File: src/rtl/burst_req_fifo.sv
// Request-driven burst FIFO: a consumer requests N words, the producer is throttled
// on almost-full, and words drain through a first-word-fall-through valid/ready port.
module burst_req_fifo #(
    parameter int DATA_W    = 8,
    parameter int DEPTH     = 16,
    parameter int LEN_W     = 6,
    parameter int AF_MARGIN = 2
) (
    input  logic                     clka,
    input  logic                     reset_clka,
    input  logic                     burst_req_clka,
    input  logic [LEN_W-1:0]         burst_len_clka,
    output logic                     data_req_clka,
    input  logic                     data_valid_clka,
    input  logic [DATA_W-1:0]        din_clka,
    output logic                     dout_valid_clka,
    input  logic                     dout_ready_clka,
    output logic [DATA_W-1:0]        dout_clka,
    output logic [$clog2(DEPTH):0]   count_clka,
    output logic                     burst_done_clka,
    output logic [2:0]               err_clka,
    input  logic                     clear_err_clka
);

    // state | meaning
    // IDLE  | no burst open; producer writes are stray and dropped
    // FILL  | burst open; accepting words until remaining reaches zero

    localparam int PTR_W = $clog2(DEPTH);
    localparam int CNT_W = PTR_W + 1;
    localparam logic [CNT_W-1:0] DEPTH_C  = CNT_W'(DEPTH);
    localparam logic [CNT_W-1:0] MARGIN_C = CNT_W'(AF_MARGIN);
    localparam logic [CNT_W-1:0] CNT_ONE  = CNT_W'(1);
    localparam logic [PTR_W-1:0] PTR_ONE  = PTR_W'(1);
    localparam logic [LEN_W-1:0] LEN_ONE  = LEN_W'(1);

    typedef enum logic {
        IDLE = 1'b0,
        FILL = 1'b1
    } state_t;

    state_t              state;
    logic [DATA_W-1:0]   mem [DEPTH];
    logic [PTR_W-1:0]    wr_ptr;
    logic [PTR_W-1:0]    rd_ptr;
    logic [CNT_W-1:0]    count_q;
    logic [CNT_W-1:0]    free;
    logic [LEN_W-1:0]    remaining;
    logic                full;
    logic                empty;
    logic                push;
    logic                pop;
    logic [2:0]          err_q;
    logic [2:0]          err_new;
    logic                done_q;

    assign full    = (count_q == DEPTH_C);
    assign empty   = (count_q == '0);
    assign free    = DEPTH_C - count_q;
    assign push    = (state == FILL) && data_valid_clka && !full;
    assign pop     = !empty && dout_ready_clka;

    // {req_collision, stray_write, overflow}
    assign err_new = {burst_req_clka && (state == FILL),
                      data_valid_clka && (state == IDLE),
                      data_valid_clka && (state == FILL) && full};

    assign data_req_clka   = (state == FILL) && (free > MARGIN_C);
    assign dout_valid_clka = !empty;
    assign dout_clka       = empty ? '0 : mem[rd_ptr];
    assign count_clka      = count_q;
    assign burst_done_clka = done_q;
    assign err_clka        = err_q;

    always_ff @(posedge clka or posedge reset_clka) begin
        if (reset_clka) begin
            state     <= IDLE;
            remaining <= '0;
            done_q    <= 1'b0;
            wr_ptr    <= '0;
            rd_ptr    <= '0;
            count_q   <= '0;
            err_q     <= '0;
        end else begin
            done_q <= 1'b0;
            case (state)
                IDLE: begin
                    if (burst_req_clka && (burst_len_clka != '0)) begin
                        state     <= FILL;
                        remaining <= burst_len_clka;
                    end
                end
                FILL: begin
                    if (push) begin
                        remaining <= remaining - LEN_ONE;
                        if (remaining == LEN_ONE) begin
                            state  <= IDLE;
                            done_q <= 1'b1;
                        end
                    end
                end
                default: state <= IDLE;
            endcase

            if (push) wr_ptr <= wr_ptr + PTR_ONE;
            if (pop)  rd_ptr <= rd_ptr + PTR_ONE;

            case ({push, pop})
                2'b10:   count_q <= count_q + CNT_ONE;
                2'b01:   count_q <= count_q - CNT_ONE;
                default: count_q <= count_q;
            endcase

            // a new error in the clearing cycle survives the clear
            if (clear_err_clka) err_q <= err_new;
            else                err_q <= err_q | err_new;
        end
    end

    always_ff @(posedge clka) begin
        if (push) mem[wr_ptr] <= din_clka;
    end

endmodule

File: config.mk
export PLATFORM = sky130hd
export DESIGN_NAME = burst_req_fifo
export DESIGN_NICKNAME = d
export VERILOG_FILES = /design/src/rtl/burst_req_fifo.sv
export SDC_FILE = /design/constraint.sdc
export NUM_CORES = 1
export LEC_CHECK = 0
export BUFFER_PORTS_ARGS = -buffer_cell sky130_fd_sc_hd__buf_4
export CAP_MARGIN = 5
export CELL_PAD_IN_SITES_DETAIL_PLACEMENT = 1
export CELL_PAD_IN_SITES_GLOBAL_PLACEMENT = 2
export CORE_MARGIN = 2
export CORE_UTILIZATION = 47
export CTS_BUF_LIST = sky130_fd_sc_hd__clkbuf_4
export CTS_CLUSTER_SIZE = 10
export DETAILED_ROUTE_END_ITERATION = 7
export GPL_TIMING_DRIVEN = 1
export PLACE_DENSITY_LB_ADDON = 0.05
export SETUP_SLACK_MARGIN = 0.05
export SYNTH_ARGS = -nofsm -noshare
export SYNTH_HDL_FRONTEND = slang
export SYNTH_SLANG_ARGS = --single-unit
File: constraint.sdc
create_clock -name clka -period 4 [get_ports clka]
set_clock_uncertainty 0.05 [all_clocks]
set_input_delay 0.4 -clock clka [delete_from_list [all_inputs] [get_ports clka]]
set_output_delay 0.4 -clock clka [all_outputs]
set_load 0.1 [all_outputs]
==> flow_summary.ini <==
[critical_path]
required_ps = 3550
cp-end-kind = primary output
cp_top_family = simple AND/OR/NAND/NOR gates
path_class = register to primary output
crit_chain = inv_1 -> ha_1 -> nor3b_1 -> ha_1 -> or2_2 -> a221oi_1 -> o21ai_0 -> nand2_1 -> buf_4
crit_path_start_kind = register
cpMaxStageDelayCell = dfrtp_2
reg2reg_from = count_clka[0]$_DFFE_PP0P_
cpMostUsedCell = ha_1
crit_path_max_fanout = 8
arrival_ps = 3050
worstSetupStartpoint = count_clka[0]$_DFFE_PP0P_
crit_buf_inv = 2
slowest_delay_ps = 450

[synthesis]
dominantRegCellSynth = edfxtp_1
synthMuxAreaShare = 0.116
async_flop_share = 0.158
synthAdderAreaFrac = 0.0274
synth_cell_types = 46
ys_seq_elements = 152
synth-compound-area-share = 0.0614
syn_area_mm2 = 0.00640
synth-simple-area-share = 0.0596
synth_edf_count = 128
synth_nets = 420
seq_area_frac_synth = 0.694
yosys.area_share.xor_xnor = 0.0192
avgSynthCellArea_um2 = 16.6
syn_inst = 386
synth_top_family_by_area = multiplexers
ys.warnings.count = 0

[routing]
dr.pass1.iters = 4
drt_iter0_drc = 289
drc = 0
antenna_left = 0
drt-wirelength-per-cell_um = 22.1
routed_via_density = 5.59
vias = 3484
wl_um = 13800

[global_route]
met3_usage = 0.0443
antenna_found_initial = 1
met2_usage = 0.339
grt_use_met1 = 0.270
grt_max_degree = 32
grt_pass1_vias = 3718
busiest_layer = met2
grt_usage = 0.206
grt_pass1_wl_um = 21600
grt-ovfl-total = 0

[timing]
setup_viol = 0
rsz0062_at_grt = false
slew_headroom = 0.329
slew_violations = 0
final.setup.tns_ps = 0
whs_ps = 46.8
fmax_mhz = 286
layout_min_cycle_time_ps = 3500
worst_slew_pin_slew_ps = 1010
setup_slack_ps = 504
period_share = 0.874
finalHoldViolCount = 0

[finish]
mostFrequentLayoutCells = edfxtp_1 (128), buf_4 (48), mux4_2 (23), dfrtp_1 (21), nor2_1 (20)
final_common_cell = edfxtp_1
area_delta_synth_final_pct = 11.6
layout.nets = 467
fillers = 1273
drive_above_1_share = 0.258

[power_and_ir_drop]
power_density_mw_per_mm2 = 812
irDropWorstVdd_uv = 563
leakage_nw = 2.52

[placed_design]
portBuffers = 38
dp_worst_setup_slack_ps = 544
gp_congestion = 0.765
hpwl_um = 9110

[cts]
cts_tree = yes
htree_levels = 4
cts_setup_buffers = 0
clock_latency_ps = 530
clk_pin_slew_ps = 120
cts.sinks = 152
numCtsBuffers = 17
ctsResizeCount = 0
clockRootBuffer = clkbuf_4
ctsHoldBuffers = 0
cts_buffer_depth = 2

[die]
dieArea_mm2 = 0.0146
initial_core_util = 0.481
die_x_um = 121
core_mm2 = 0.0133
rows = 42
ios = 39
fp.dieH_um = 121

[flow_run]
maxCapViolations = 0

[hold_path]
min_path_type = input pin to asynchronous set/reset pin

[status]
outcome = completed
registers in the layout (all words and copies together) (netlist names):
signal,count
burst_done_clka,1
mem,128
remaining,6
count_clka,5
state,1
err_clka,3
wr_ptr,4
rd_ptr,4
power breakdown:
group | internal (W) | switching, W | total [W]
logic | 0.000888 | 0.00185 | 0.00274
registers | 0.00196 | 0.000293 | 0.00225
clock network | 0.000304 | 0.000511 | 0.000816
total | 0.00315 | 0.00265 | 0.00580
layout make-up:
cell class | instances | area (um2) | area share
sequential | 152 | 4450 | 0.623
timing repair buffer | 48 | 360 | 0.0505
tap | 176 | 220 | 0.0308
antenna | 1 | 2.50 | 0.000350
multi-input combinational | 200 | 1830 | 0.256
inverter | 14 | 52.6 | 0.00736
clock inverter | 13 | 87.6 | 0.0123
clock buffer | 19 | 143 | 0.0200
worst paths after layout:
check                                       endpoint  slack, ps  cells past startpoint
max in group asynchronous      rd_ptr[1]$_DFFE_PP0P_       3180                      2
min in group clka           remaining[0]$_DFFE_PP0P_         70                      2
hold reg to reg                err_clka[0]$_DFF_PP0_        470                      1
hold / removal              remaining[0]$_DFFE_PP0P_         50                      2
setup / recovery                        dout_clka[2]        500                      9
setup reg to reg           count_clka[4]$_DFFE_PP0P_        540                     13
synth_stat cells (8+ instances only):
master / n / area (um2)
edfxtp_1: 128 / 3840
dfrtp_1: 24 / 601
mux4_2: 23 / 518
nor2_1: 20 / 75.1
mux2i_1: 18 / 180
nand2_1: 16 / 60.1
o21ai_0: 15 / 75.1
ha_1: 14 / 175
inv_1: 13 / 48.8
a22oi_1: 10 / 75.1
xnor2_1: 10 / 87.6
clkbuf_1: 8 / 30.0
cell families (layout without fill, tap and decap cells):
group | after synthesis | count (layout)
DFF | 152 | 152
and+or+nand+nor | 74 | 74
xor gates and xnor gates | 14 | 14
other | 0 | 1
adders and majority gates | 14 | 14
AOI/OAI and AO/OA | 53 | 53
muxes | 45 | 45
buffers and inverters | 34 | 94
per-stage QoR:
stage / total power [W] / cells / utilization / instance area (um2)
floorplan: 0.00437 / 386 / - / 6410
global placement: 0.00502 / 590 / 0.520 / 6910
detailed placement: 0.00506 / 590 / 0.520 / 6910
CTS: 0.00587 / 622 / 0.537 / 7140
global route: 0.00612 / 623 / 0.537 / 7140
finish: 0.00580 / 623 / 0.537 / 7140
layer usage:
metal	part of all wire	wire length, um
met1	0.44	6000
met3	0.038	529
met2	0.51	7020
met5	0	0
met4	0.015	212
(Power assumes the default switching activity.)
